--- config.mk ---
export PLATFORM = sky130hd
export DESIGN_NAME = ita_divider_bank_flat
export DESIGN_NICKNAME = d
export VERILOG_FILES = /design/src/rtl/ita_divider_bank_if.sv /design/src/rtl/ita_divider_bank.sv /design/src/flat_wrapper.sv
export SDC_FILE = /design/constraint.sdc
export NUM_CORES = 1
export LEC_CHECK = 0
export CAP_MARGIN = 20
export CORE_UTILIZATION = 25
export DETAILED_ROUTE_END_ITERATION = 8
export PLACE_DENSITY = 0.41
export SKIP_CTS_REPAIR_TIMING = 1
export SYNTH_ARGS = -nofsm -noshare
export SYNTH_HDL_FRONTEND = slang
export SYNTH_SLANG_ARGS = --single-unit
--- constraint.sdc ---
create_clock -name clk_i -period 3.4 [get_ports clk_i]
set_input_delay 0.68 -clock clk_i [delete_from_list [all_inputs] [get_ports clk_i]]
set_output_delay 0.68 -clock clk_i [all_outputs]
set_load 0.02 [all_outputs]
--- src/rtl/ita_divider_bank_if.sv ---
`default_nettype none
// ============================================================================
// Module   : ita_divider_bank_if
// Brief    : Softmax division channel. The softmax unit is the master: it
//            drives the shared denominator bus, per-lane request valids and
//            per-lane result readies. The divider bank is the slave.
// Revision : 1.0 - initial release
// ============================================================================
interface ita_divider_bank_if #(
    parameter int NUM_DIV   = 4,
    parameter int IN_WIDTH  = 19,
    parameter int OUT_WIDTH = 24
);
    // Request side: one shared denominator, one valid/ready pair per lane
    logic [IN_WIDTH-1:0]                div_inp_i;
    logic [NUM_DIV-1:0]                 div_valid_i;
    logic [NUM_DIV-1:0]                 div_ready_o;

    // Response side: one quotient with valid/ready per lane
    logic [NUM_DIV-1:0]                 div_valid_o;
    logic [NUM_DIV-1:0]                 div_ready_i;
    logic [NUM_DIV-1:0][OUT_WIDTH-1:0]  div_oup_o;

    modport master (
        output div_inp_i,
        output div_valid_i,
        input  div_ready_o,
        input  div_valid_o,
        output div_ready_i,
        input  div_oup_o
    );

    modport slave (
        input  div_inp_i,
        input  div_valid_i,
        output div_ready_o,
        output div_valid_o,
        input  div_ready_i,
        output div_oup_o
    );
endinterface
`default_nettype wire

--- src/rtl/ita_divider_bank.sv ---
`default_nettype none
// ============================================================================
// Module   : ita_divider_bank
// Brief    : Bank of NUM_DIV independent restoring serial dividers computing
//            floor(2^NUM_SHIFT / den) for the softmax normalisation step.
//            Each lane: IDLE -> BUSY (NUM_SHIFT+1 cycles) -> DONE -> IDLE.
//            den == 0 skips BUSY and returns an all-ones quotient.
//            Optional performance counters are enabled with the macro
//            ITA_DIV_PERF_EN; without it the perf ports are tied to zero.
// Revision : 1.0 - initial release
// ============================================================================
module ita_divider_bank #(
    parameter int NUM_DIV   = 4,
    parameter int IN_WIDTH  = 19,
    parameter int OUT_WIDTH = 24,
    parameter int NUM_SHIFT = 16
) (
    input  logic                clk_i,
    input  logic                rst_i,
    input  logic                clear_i,
    ita_divider_bank_if.slave   div_if,
    output logic [31:0]         perf_div_count_o,
    output logic [31:0]         perf_stall_o
);

    // Counter walks numerator bit positions NUM_SHIFT down to 0
    localparam int                       c_cnt_width = $clog2(NUM_SHIFT + 1);
    localparam logic [c_cnt_width-1:0]   c_cnt_start = c_cnt_width'(NUM_SHIFT);

    // Lane state encoding
    localparam logic [1:0] c_st_idle = 2'd0;
    localparam logic [1:0] c_st_busy = 2'd1;
    localparam logic [1:0] c_st_done = 2'd2;

    logic [NUM_DIV-1:0]                 w_ready_vec;
    logic [NUM_DIV-1:0]                 w_valid_vec;
    logic [NUM_DIV-1:0][OUT_WIDTH-1:0]  w_oup_vec;

    assign div_if.div_ready_o = w_ready_vec;
    assign div_if.div_valid_o = w_valid_vec;
    assign div_if.div_oup_o   = w_oup_vec;

    for (genvar l = 0; l < NUM_DIV; l++) begin : g_lane
        logic [1:0]             r_state;
        logic [1:0]             w_state_nxt;
        logic [IN_WIDTH-1:0]    r_den;
        // Remainder always stays below den, so the top bit is a guard only
        logic [IN_WIDTH:0]      r_rem;
        // Quotient bits shifted in so far; the final bit is appended on exit
        logic [NUM_SHIFT-1:0]   r_quot;
        logic [OUT_WIDTH-1:0]   r_oup;
        logic [c_cnt_width-1:0] r_cnt;

        logic                   w_accept;
        logic                   w_respond;
        logic                   w_num_bit;
        logic                   w_last;
        logic                   w_ge;
        logic [IN_WIDTH+1:0]    w_shift;
        logic [IN_WIDTH:0]      w_diff;
        logic                   w_ready;
        logic                   w_valid;

        assign w_accept  = div_if.div_valid_i[l] && (r_state == c_st_idle);
        assign w_respond = div_if.div_ready_i[l] && (r_state == c_st_done);

        // Numerator is a single one at bit NUM_SHIFT, zeros below
        assign w_num_bit = (r_cnt == c_cnt_start);
        assign w_last    = (r_cnt == '0);
        assign w_shift   = {r_rem, w_num_bit};
        assign w_ge      = (w_shift >= {2'b00, r_den});
        // Only consumed when w_ge, where the true difference fits IN_WIDTH+1 bits
        assign w_diff    = w_shift[IN_WIDTH:0] - {1'b0, r_den};

        // State register; reset and clear abort any lane activity
        always_ff @(posedge clk_i) begin
            if (rst_i || clear_i) begin
                r_state <= c_st_idle;
            end else begin
                r_state <= w_state_nxt;
            end
        end

        // Next-state logic
        always_comb begin
            w_state_nxt = r_state;
            case (r_state)
                c_st_idle: begin
                    if (w_accept) begin
                        w_state_nxt = (div_if.div_inp_i == '0) ? c_st_done : c_st_busy;
                    end
                end
                c_st_busy: begin
                    if (w_last) begin
                        w_state_nxt = c_st_done;
                    end
                end
                c_st_done: begin
                    if (w_respond) begin
                        w_state_nxt = c_st_idle;
                    end
                end
                default: w_state_nxt = c_st_idle;
            endcase
        end

        // Handshake outputs decoded from state
        always_comb begin
            w_ready = 1'b0;
            w_valid = 1'b0;
            case (r_state)
                c_st_idle: w_ready = 1'b1;
                c_st_done: w_valid = 1'b1;
                default: ;
            endcase
        end

        // Datapath: capture on accept, one restoring step per BUSY cycle
        always_ff @(posedge clk_i) begin
            if (rst_i || clear_i) begin
                r_den  <= '0;
                r_rem  <= '0;
                r_quot <= '0;
                r_cnt  <= '0;
                r_oup  <= '0;
            end else begin
                case (r_state)
                    c_st_idle: begin
                        if (w_accept) begin
                            r_den  <= div_if.div_inp_i;
                            r_rem  <= '0;
                            r_quot <= '0;
                            r_cnt  <= c_cnt_start;
                            if (div_if.div_inp_i == '0) begin
                                r_oup <= '1;
                            end
                        end
                    end
                    c_st_busy: begin
                        r_rem  <= w_ge ? w_diff : w_shift[IN_WIDTH:0];
                        r_quot <= {r_quot[NUM_SHIFT-2:0], w_ge};
                        r_cnt  <= r_cnt - 1'b1;
                        if (w_last) begin
                            r_oup <= OUT_WIDTH'({r_quot, w_ge});
                        end
                    end
                    default: ;
                endcase
            end
        end

        assign w_ready_vec[l] = w_ready;
        assign w_valid_vec[l] = w_valid;
        assign w_oup_vec[l]   = r_oup;
    end

`ifdef ITA_DIV_PERF_EN
    logic [31:0] r_perf_cnt;
    logic [31:0] r_perf_stall;
    logic [31:0] w_done_inc;
    logic [31:0] w_stall_inc;

    // Count completed and stalled lanes this cycle
    always_comb begin
        w_done_inc  = '0;
        w_stall_inc = '0;
        for (int i = 0; i < NUM_DIV; i++) begin
            w_done_inc  = w_done_inc  + 32'(w_valid_vec[i] &  div_if.div_ready_i[i]);
            w_stall_inc = w_stall_inc + 32'(w_valid_vec[i] & ~div_if.div_ready_i[i]);
        end
    end

    // Free-running counters; a clear cycle discards handshakes so it adds nothing
    always_ff @(posedge clk_i) begin
        if (rst_i) begin
            r_perf_cnt   <= '0;
            r_perf_stall <= '0;
        end else if (!clear_i) begin
            r_perf_cnt   <= r_perf_cnt   + w_done_inc;
            r_perf_stall <= r_perf_stall + w_stall_inc;
        end
    end

    assign perf_div_count_o = r_perf_cnt;
    assign perf_stall_o     = r_perf_stall;
`else
    assign perf_div_count_o = '0;
    assign perf_stall_o     = '0;
`endif

endmodule
`default_nettype wire

--- src/flat_wrapper.sv ---
// flat-port wrapper written by rule: the top's interface ports become plain ports
module ita_divider_bank_flat 
#(
    parameter int NUM_DIV   = 4,
    parameter int IN_WIDTH  = 19,
    parameter int OUT_WIDTH = 24,
    parameter int NUM_SHIFT = 16
)
  (clk_i, rst_i, clear_i, perf_div_count_o, perf_stall_o, div_if_div_inp_i, div_if_div_valid_i, div_if_div_ready_o, div_if_div_valid_o, div_if_div_ready_i, div_if_div_oup_o);
  ita_divider_bank_if #(.NUM_DIV(NUM_DIV), .IN_WIDTH(IN_WIDTH), .OUT_WIDTH(OUT_WIDTH)) div_if_i ();
  input  logic clk_i;
  input  logic rst_i;
  input  logic clear_i;
  output logic [31:0] perf_div_count_o;
  output logic [31:0] perf_stall_o;
  input wire logic [$bits(div_if_i.div_inp_i)-1:0] div_if_div_inp_i;
  input wire logic [$bits(div_if_i.div_valid_i)-1:0] div_if_div_valid_i;
  output wire logic [$bits(div_if_i.div_ready_o)-1:0] div_if_div_ready_o;
  output wire logic [$bits(div_if_i.div_valid_o)-1:0] div_if_div_valid_o;
  input wire logic [$bits(div_if_i.div_ready_i)-1:0] div_if_div_ready_i;
  output wire logic [$bits(div_if_i.div_oup_o)-1:0] div_if_div_oup_o;
  assign div_if_i.div_inp_i = div_if_div_inp_i;
  assign div_if_i.div_valid_i = div_if_div_valid_i;
  assign div_if_div_ready_o = div_if_i.div_ready_o;
  assign div_if_div_valid_o = div_if_i.div_valid_o;
  assign div_if_i.div_ready_i = div_if_div_ready_i;
  assign div_if_div_oup_o = div_if_i.div_oup_o;
  ita_divider_bank #(.NUM_DIV(NUM_DIV), .IN_WIDTH(IN_WIDTH), .OUT_WIDTH(OUT_WIDTH), .NUM_SHIFT(NUM_SHIFT)) u_core (.clk_i(clk_i), .rst_i(rst_i), .clear_i(clear_i), .div_if(div_if_i), .perf_div_count_o(perf_div_count_o), .perf_stall_o(perf_stall_o));
endmodule
==> results of run 1 <==
flip-flops by register name, summed over array words and instances, names as in the netlist:
register               cells
u_core.g_lane.r_cnt       20
u_core.g_lane.r_den       76
u_core.g_lane.r_oup       72
u_core.g_lane.r_quot      64
u_core.g_lane.r_rem       80
u_core.g_lane.r_state      8
power by group:
part           internal, mW  switching (mW)  leakage, nW
Sequential             3.82          0.0535         2.59
Combinational         0.788            1.13         4.46
Clock                  2.63            1.75        0.678
kinds of logic (layout without fill, tap and decap cells):
group | count (synthesis) | after routing | share of synthesized area (%)
AOI/OAI and AO/OA | 534 | 534 | 22.3
adders and majority gates | 88 | 88 | 6.88
buffers and inverters | 288 | 380 | 9.12
muxes | 29 | 29 | 1.77
DFF | 320 | 320 | 39.0
xor gates and xnor gates | 71 | 71 | 3.78
and+or+nand+nor | 633 | 633 | 17.2
other | 1 | 64 | 0.0228
final cells by class:
type                    instances  area [sq um]
fillers                      6809         44700
multi-input cells            1419          8800
flip-flops and latches        320          6410
repair buffers                209          1980
clock buffers                  61          1210
well taps                     855          1070
inverters                      96           360
clock inverters                14           146
placed cells by master, fill, tap and decap left out, types with 39 or more instances in the layout:
cell type / synthesis / routed
inv_1: 96 / 96
nand2_1: 270 / 270
ha_1: 84 / 83
o221a_2: 49 / 49
clkbuf_16: 0 / 42
buf_4: 99 / 70
nor2_1: 163 / 162
o21ai_0: 78 / 77
a22oi_1: 61 / 61
clkdlybuf4s50_1: 0 / 133
nor3_1: 53 / 53
dfxtp_1: 320 / 320
a21oi_1: 175 / 174
conb_1: 1 / 64
nand3_1: 39 / 39
per-layer routing:
metal / vias up / global-route usage (%) / part of all wire, %
met5: - / 0 / 0
met2: 220 / 22.8 / 45
met1: 6607 / 19.6 / 50
met3: 61 / 2.35 / 3.5
li1: 6990 / - / -
met4: 0 / 3.91 / 2.1
worst register-to-register path, cell delays in order (launching register included):
cell and delay [ns]:
dfxtp_1 0.38, inv_1 0.09, ha_1 0.22, nand3_1 0.12, ha_2 0.23, nor2b_4 0.05
o31a_1 0.28, o221a_4 0.27, o41ai_4 0.30, o211ai_2 0.18, a311o_1 0.35, buf_4 0.20
buf_4 0.17, mux2i_1 0.14, o21ai_0 0.09
through the flow:
stage	instance area, sq um	total power [mW]	util [%]	hold WS [ns]	setup slack, ns
2_1_floorplan	16700	5.37	-	0.426	0.564
3_3_place_gp	18600	5.87	28.7	0.446	0.211
3_5_place_dp	18600	5.86	28.7	0.448	0.116
4_1_cts	19900	10.3	30.8	0.455	0.126
5_1_grt	20000	10.7	30.9	0.469	0.0141
6_report	20000	10.2	30.9	0.455	0.215
worst paths after layout:
path | slack (ns) | endpoint | cells after the start | startpoint
worst min register to register | 0.46 | u_core.g_lane[1].r_den[3]$_SDFFE_PP0P_ | 2 | u_core.g_lane[1].r_den[3]$_SDFFE_PP0P_
worst min-delay path | 0.46 | u_core.g_lane[1].r_den[3]$_SDFFE_PP0P_ | 2 | u_core.g_lane[1].r_den[3]$_SDFFE_PP0P_
worst max register to register | 0.22 | u_core.g_lane[1].r_rem[2]$_SDFFE_PP0P_ | 14 | u_core.g_lane[1].r_cnt[0]$_SDFFE_PP0P_
worst max-delay path | 0.22 | u_core.g_lane[1].r_rem[2]$_SDFFE_PP0P_ | 14 | u_core.g_lane[1].r_cnt[0]$_SDFFE_PP0P_
==> impl_metrics.tcl, run 1 <==
set metrics [dict create \
    area_growth_pct 21.5 \
    place_congestion 0.820 \
    synth_edf_count 0 \
    start_util_pct 25.4 \
    slew_headroom_pct 42.5 \
    hold_viol_final 0 \
    instances_no_fill 2974 \
    nNetsFinal 2205 \
    async_flop_share_pct 0 \
    synth_flop_cell "dfxtp_1" \
    max_slew.worst_pin.slew_ns 0.862 \
    first_pass_iters 6 \
    clock_skew_ns 0.0197 \
    dp_hpwl_mm 34.4 \
    ys_types 78 \
    maxCapViolations 0 \
    hold_class "reg2reg" \
    rsz0062_at_grt "no" \
    synth_seq_cells 320 \
    placed_cells_incl_taps 2897 \
    cts_tree "built" \
    grt_pass1_vias 13400 \
    drc 0 \
    grt_usage_pct 14.2 \
    end_kind "flip-flop" \
    period_minus_slack_ns 3.18 \
    ys_warn_count 0 \
    crit_buf_inv 3 \
    synth_commonest_cells "320 x dfxtp_1, 270 x nand2_1, 175 x a21oi_1" \
    cp_data_required_time_ns 3.85 \
    routed_wl_mm 48.1 \
    synth_top_area_share_pct 39.0 \
    critical-path-max-stage-delay_ns 0.38 \
    coreArea_sq_mm 0.0647 \
    cpMostUsedCell "buf_4" \
    grt_max_degree 70 \
    rows 93 \
    n_antenna_cell 0 \
    htreeDepth 2 \
    ir_drop_uv 287 \
    synth.cell_area_sq_mm 0.0164 \
    cp-start-kind "flip-flop" \
    crit_chain "inv_1 -> ha_1 -> nand3_1 -> ha_2 -> nor2b_4 -> o31a_1 -> o221a_4 -> o41ai_4 -> o211ai_2 -> a311o_1 -> buf_4 -> buf_4 -> mux2i_1 -> o21ai_0" \
    antenna_found_initial 2 \
    ant_nets 0 \
    syn_inst 1964 \
    critPathMaxFanout 8 \
    period_share_pct 93.7 \
    finalSetupViolCount 0 \
    synth_most_common_cell "dfxtp_1" \
    cts_buffers 41 \
    avgSynthCellArea_sq_um 8.37 \
    boundaryPins 198 \
    power.density_mw_per_mm2 509 \
    cts-root-buf "clkbuf_16" \
    vias 13900 \
    maxSlewViolCount 0 \
    die_w_microns 258 \
    clock_sinks 320 \
    seq_area_frac_synth_pct 39.0 \
    grt_overflow 0 \
    finalSetupTns_ns 0 \
    outcome "completed" \
    leakagePower_nw 7.72 \
    wl_per_cell_microns 16.2 \
    cp_top_family "compound AO/OA/AOI/OAI gates" \
    critical_path_class "reg2reg" \
    arrival_ns 3.63 \
    cts.reportedPaths.clkPinSlew_ns 0.05 \
    clock_latency_ns 0.57 \
    die_h_microns 258 \
    yosys.area.top_type "dfxtp_1" \
    synth_area_leaders "dfxtp_1 39%, ha_1 6.4%, nand2_1 6.2%, a21oi_1 5.3%, buf_4 4.5%" \
    grt_pass1_wl_mm 76.4 \
    max_freq_ghz 0.314 \
    die_area_sq_mm 0.0668 \
    crit_path_top_delay_cell "dfxtp_1" \
    drt-initial-drc-count 887 \
    portBuffers 133 \
    layout-drive-gt1-share_pct 10.3 \
    clock_path_buffers 3 \
    avgViaCountPerCell 4.67 \
]
Power figures use the tool's default switching activity.
==> run 2, diff against run 1 <==
--- a/config.mk
+++ b/config.mk
@@ -5,10 +5,12 @@
 export SDC_FILE = /design/constraint.sdc
 export NUM_CORES = 1
 export LEC_CHECK = 0
+export ABC_AREA = 1
 export CAP_MARGIN = 20
 export CORE_UTILIZATION = 25
 export DETAILED_ROUTE_END_ITERATION = 8
 export PLACE_DENSITY = 0.41
+export REMOVE_ABC_BUFFERS = 1
 export SKIP_CTS_REPAIR_TIMING = 1
 export SYNTH_ARGS = -nofsm -noshare
 export SYNTH_HDL_FRONTEND = slang
==> impl_metrics.tcl, run 2 <==
set metrics [dict create \
    cts-root-buf "clkbuf_16" \
    synth_flop_cell "dfxtp_1" \
    die_h_microns 281 \
    ant_nets 0 \
    syn_inst 2984 \
    synth-compound-area-share_pct 12.4 \
    grt_overflow 0 \
    area_growth_pct 16.4 \
    period_minus_slack_ns 2.91 \
    place_congestion 0.828 \
    synth_top_family_by_area "simple AND/OR/NAND/NOR gates" \
    instances_no_fill 4128 \
    maxCapViolations 0 \
    path_depth 17 \
    cts.reportedPaths.clkPinSlew_ns 0.06 \
    cts_buffers 41 \
    grt_pass1_vias 16800 \
    fillCellCount 8749 \
    critPathMaxFanout 20 \
    die_w_microns 281 \
    period_share_pct 85.6 \
    coreArea_sq_mm 0.0773 \
    synth_edf_count 0 \
    finalSetupTns_ns 0 \
    nNetsFinal 3173 \
    layout-drive-gt1-share_pct 6.67 \
    finalSetupViolCount 0 \
    drc 1 \
    portBuffers 133 \
    total_power_mw 10.7 \
    leakagePower_nw 10.3 \
    rr_worst_depth 17 \
    ys_warn_count 0 \
    mostFrequentLayoutCell "nand2_1" \
    synth_seq_cells 320 \
    top_register "u_core.g_lane.r_rem" \
    synth_most_common_cell "nand2_1" \
    avgViaCountPerCell 4.32 \
    cp_top_family "simple AND/OR/NAND/NOR gates" \
    hold_class "reg2reg" \
    hold_viol_final 0 \
    ys_types 45 \
    synth_area_leaders "dfxtp_1 33%, nand2_1 15%, inv_1 8.6%, a21oi_1 6.7%, ha_1 5.4%" \
    routed_wl_mm 57.3 \
    vias 17800 \
    async_flop_share_pct 0 \
    synth.cell_area_sq_mm 0.0195 \
    crit_path_top_delay_cell "nor2_2" \
    ir_drop_uv 302 \
    first_pass_iters 9 \
    crit_buf_inv 4 \
    critical_path_class "reg2reg" \
    synth-simple-area-share_pct 31.4 \
    avgSynthCellArea_sq_um 6.53 \
    seq_area_frac_synth_pct 32.9 \
    setup_slack_ns 0.491 \
    critical-path-max-stage-delay_ns 0.80 \
    boundaryPins 198 \
    synth_xor_area_share_pct 1.35 \
    outcome "finished, violations left" \
    wl_per_cell_microns 13.9 \
    crit_chain "inv_1 -> ha_1 -> nand2_1 -> nor2_1 -> inv_1 -> ha_1 -> nand3_1 -> nor2_1 -> nand2_1 -> nor2_1 -> nor2_2 -> nand2_4 -> buf_4 -> nand3_1 -> nand3_1 -> nand2_1 -> inv_1" \
    end_kind "flip-flop" \
    max_freq_ghz 0.344 \
    rsz0062_at_grt "no" \
    power.density_mw_per_mm2 471 \
    slew_headroom_pct 28.5 \
    htreeDepth 2 \
    synth_top_area_share_pct 32.9 \
    antenna_found_initial 3 \
    cp-start-kind "flip-flop" \
    clock_skew_ns 0.0243 \
    placed_cells_incl_taps 4052 \
    synthAdderAreaFrac_pct 5.80 \
    clock_path_buffers 3 \
    largest_reg_flops 80 \
    violations "DRC" \
    yosys.area.top_type "dfxtp_1" \
    dp_hpwl_mm 40.8 \
    die_area_sq_mm 0.0791 \
    cp_data_required_time_ns 3.87 \
    max_slew.worst_pin.slew_ns 1.07 \
    grt_pass1_wl_mm 92.3 \
    grt_max_degree 106 \
    cts_tree "built" \
    dp_slack_ns 0.387 \
    clock_latency_ns 0.57 \
    start_util_pct 25.2 \
    clock_sinks 320 \
    top_regs "u_core.g_lane.r_rem x80, u_core.g_lane.r_den x76, u_core.g_lane.r_oup x72" \
    muxShareOfSynthArea_pct 0 \
    drt-initial-drc-count 788 \
    grt_usage_pct 14.5 \
    fin_util_pct 29.3 \
    synth_commonest_cells "773 x nand2_1, 448 x inv_1, 320 x dfxtp_1" \
    rows 102 \
    mostFrequentLayoutCells "773 x nand2_1, 448 x inv_1, 320 x dfxtp_1" \
    arrival_ns 3.38 \
    maxSlewViolCount 0 \
    holdPathStages 2 \
]
run 2: cell type report:
type	count	area, sq um	share of cell area (%)
multi-input cells	2048	10200	44.9
flip-flops and latches	320	6410	28.2
inverters	464	1740	7.68
repair buffers	180	1720	7.59
well taps	1040	1300	5.74
clock buffers	61	1170	5.16
clock inverters	14	164	0.722
diodes	1	2.50	0.0110
run 2: worst paths after layout:
path / from / to / slack (ns)
worst max-delay path: u_core.g_lane[2].r_cnt[0]$_SDFFE_PP0P_ / u_core.g_lane[2].r_rem[6]$_SDFFE_PP0P_ / 0.49
worst min-delay path: u_core.g_lane[1].r_oup[15]$_SDFFE_PP0P_ / u_core.g_lane[1].r_oup[15]$_SDFFE_PP0P_ / 0.45
worst max register to register: u_core.g_lane[2].r_cnt[0]$_SDFFE_PP0P_ / u_core.g_lane[2].r_rem[6]$_SDFFE_PP0P_ / 0.49
worst min register to register: u_core.g_lane[1].r_oup[15]$_SDFFE_PP0P_ / u_core.g_lane[1].r_oup[15]$_SDFFE_PP0P_ / 0.45
run 2: logic make-up after synthesis:
group,Yosys count
AO/OA/AOI/OAI,473
AND/OR/NAND/NOR,1393
adder cells (fa/ha/maj),88
flip-flops,320
XOR/XNOR,30
other,1
buffers and inverters,679
run 2: report_power, final:
part	switching [mW]	internal [mW]	total (mW)	leakage (nW)
clock	1.76	2.62	4.38	0.659
combinational	1.68	0.729	2.41	7.04
sequential	0.0524	3.85	3.90	2.59
run 2: worst register-to-register path: cells and delay by family (launching register included):
family	cells	cell delay, ns
fa+ha+maj	2	0.44
buf+inv	4	0.47
flops	1	0.31
simple gates	11	1.59
run 2: metal layers:
layer / wire length [microns] / global-route usage [%] / vias to the layer above
met5: 0 / 0 / -
met2: 25200 / 23.3 / 231
li1: - / - / 9460
met4: 1730 / 4.86 / 0
met1: 28400 / 19.7 / 8042
met3: 1960 / 2.28 / 83
run 2: per-stage QoR:
stage / hold slack [ns] / cell area (sq um)
after floorplan: 0.429 / 18300
after global routing: 0.467 / 22700
final: 0.445 / 22700
after detailed placement: 0.439 / 21300
after CTS: 0.449 / 22700
after global placement: 0.437 / 21300
==> run 3, diff against run 2 <==
==> constraint.sdc (replaced) <==
create_clock -name clk_i -period 3.4 [get_ports clk_i]
set_input_delay 0.34 -clock clk_i [delete_from_list [all_inputs] [get_ports clk_i]]
set_output_delay 0.34 -clock clk_i [all_outputs]
set_load 0.02 [all_outputs]
==> impl_metrics.tcl, run 3 (synthesis results as in run 2) <==
set metrics [dict create \
    dp_hpwl_mm 40.9 \
    crit_start "u_core.g_lane[3].r_cnt[2]$_SDFFE_PP0P_" \
    rsz0062_at_grt "no" \
    nNetsFinal 3172 \
    max_freq_ghz 0.350 \
    end_kind "flip-flop" \
    gr-usage-met1_pct 19.7 \
    violations "DRC" \
    area_growth_pct 16.3 \
    drt-initial-drc-count 847 \
    clock_latency_ns 0.59 \
    top_regs "u_core.g_lane.r_rem x80, u_core.g_lane.r_den x76, u_core.g_lane.r_oup x72" \
    critical_path_class "reg2reg" \
    layout-drive-gt1-share_pct 6.49 \
    rr_worst_depth 16 \
    largest_reg_flops 80 \
    vias 17800 \
    total_power_mw 10.7 \
    ir_drop_uv 314 \
    met3_usage_pct 2.02 \
    routed_wl_mm 57.3 \
    dp_slack_ns 0.256 \
    cts.reportedPaths.clkPinSlew_ns 0.05 \
    arrival_ns 3.31 \
    avgViaCountPerCell 4.32 \
    setup_slack_ns 0.545 \
    wl_per_cell_microns 13.9 \
    period_minus_slack_ns 2.85 \
    grt_usage_pct 14.5 \
    critPathMaxFanout 5 \
    cts_buffers 42 \
    mostFrequentLayoutCell "nand2_1" \
    power.density_mw_per_mm2 471 \
    boundaryPins 198 \
    hold_viol_final 0 \
    mostFrequentLayoutCells "773 x nand2_1, 448 x inv_1, 320 x dfxtp_1" \
    cts-root-buf "clkbuf_16" \
    place_congestion 0.836 \
    cp-start-kind "flip-flop" \
    rows 102 \
    period_share_pct 84.0 \
    first_pass_iters 7 \
    clock_path_buffers 3 \
    grt_max_degree 94 \
    ff2ff_setup_slack_ns 0.55 \
    critPathCapture "u_core.g_lane[3].r_rem[16]$_SDFFE_PP0P_" \
    ant_nets 0 \
    maxSlewViolCount 0 \
    max_slew.worst_pin.slew_ns 0.881 \
    worstReg2RegStart "u_core.g_lane[3].r_cnt[2]$_SDFFE_PP0P_" \
    fin_util_pct 29.3 \
    grt_pass1_vias 16700 \
    top_register "u_core.g_lane.r_rem" \
    antenna_found_initial 4 \
    portBuffers 133 \
    cp_data_required_time_ns 3.86 \
    clock_sinks 320 \
    grt_overflow 0 \
    die_area_sq_mm 0.0791 \
    leakagePower_nw 10.3 \
    slew_headroom_pct 41.3 \
    grtUsageMet2_pct 23.8 \
    finalSetupTns_ns 0 \
    hold_slack_ns 0.422 \
    grt_pass1_wl_mm 91.9 \
    maxCapViolations 0 \
    cts_tree "built" \
    htreeDepth 2 \
    drc 3 \
    start_util_pct 25.2 \
    clock_skew_ns 0.0304 \
    hold_class "in2reg" \
    die_w_microns 281 \
    coreArea_sq_mm 0.0773 \
    finalSetupViolCount 0 \
    die_h_microns 281 \
    grt_most_used_layer "met2" \
    r2r_end "u_core.g_lane[3].r_rem[16]$_SDFFE_PP0P_" \
    outcome "finished, violations left" \
]
-- run 3: cell count changes in the layout (fill, tap and decap cells not counted), moves of 2 or more --
cell | before | now
clkbuf_1 | 13 | 15
clkbuf_16 | 41 | 43
clkinv_4 | 2 | 0
inv_6 | 3 | 1
-- run 3: metal layers --
layer	vias up	wire length (microns)
li1	9444	-
met1	8046	27700
met2	270	25900
met3	64	2290
met4	0	1340
met5	-	0
-- run 3: layout make-up --
class                      instances  area, sq um
fill                            8726        54700
antenna                            2         5.00
inverter                         464         1740
sequential                       320         6410
clock buffer                      64         1210
multi-input combinational       2048        10200
timing repair buffer             178         1690
tap                             1040         1300
clock inverter                     9          114
-- run 3: power by group --
group	total (mW)	internal [mW]	switching, mW
registers	3.90	3.85	0.0525
clock network	4.38	2.61	1.77
logic	2.40	0.719	1.68
total	10.7	7.17	3.50
-- run 3: critical path: stages (launching register included) --
cell,delay [ns]
dfxtp_1,0.33
nor2_1,0.19
nand2_1,0.10
nor2_1,0.15
inv_1,0.06
ha_1,0.21
fa_1,0.43
inv_1,0.16
a21oi_1,0.13
o21ai_0,0.44
nand2_1,0.18
nand2_1,0.10
nand2_1,0.05
nand2_1,0.06
nor2_1,0.04
nor2_1,0.09
nor2_1,0.04
-- run 3: through the flow --
stage               instance area [sq um]  instances
floorplan                           18300       2832
global route                        22700       4123
finish                              22700       4125
CTS                                 22700       4123
global placement                    21300       4050
detailed placement                  21300       4050
-- run 3: worst min-delay path by stage --
stage / startpoint / end / slack [ns] / cells past startpoint
finish: div_if_div_ready_i[2] / u_core.g_lane[2].r_state[1]$_SDFFE_PP0P_ / 0.42 / 4
global route: div_if_div_ready_i[2] / u_core.g_lane[2].r_state[1]$_SDFFE_PP0P_ / 0.42 / 4
CTS: div_if_div_ready_i[2] / u_core.g_lane[2].r_state[1]$_SDFFE_PP0P_ / 0.39 / 4
detailed placement: u_core.g_lane[0].r_oup[10]$_SDFFE_PP0P_ / u_core.g_lane[0].r_oup[10]$_SDFFE_PP0P_ / 0.44 / 2
global placement: u_core.g_lane[1].r_oup[10]$_SDFFE_PP0P_ / u_core.g_lane[1].r_oup[10]$_SDFFE_PP0P_ / 0.44 / 2
floorplan: u_core.g_lane[2].r_cnt[0]$_SDFFE_PP0P_ / u_core.g_lane[2].r_cnt[0]$_SDFFE_PP0P_ / 0.43 / 1
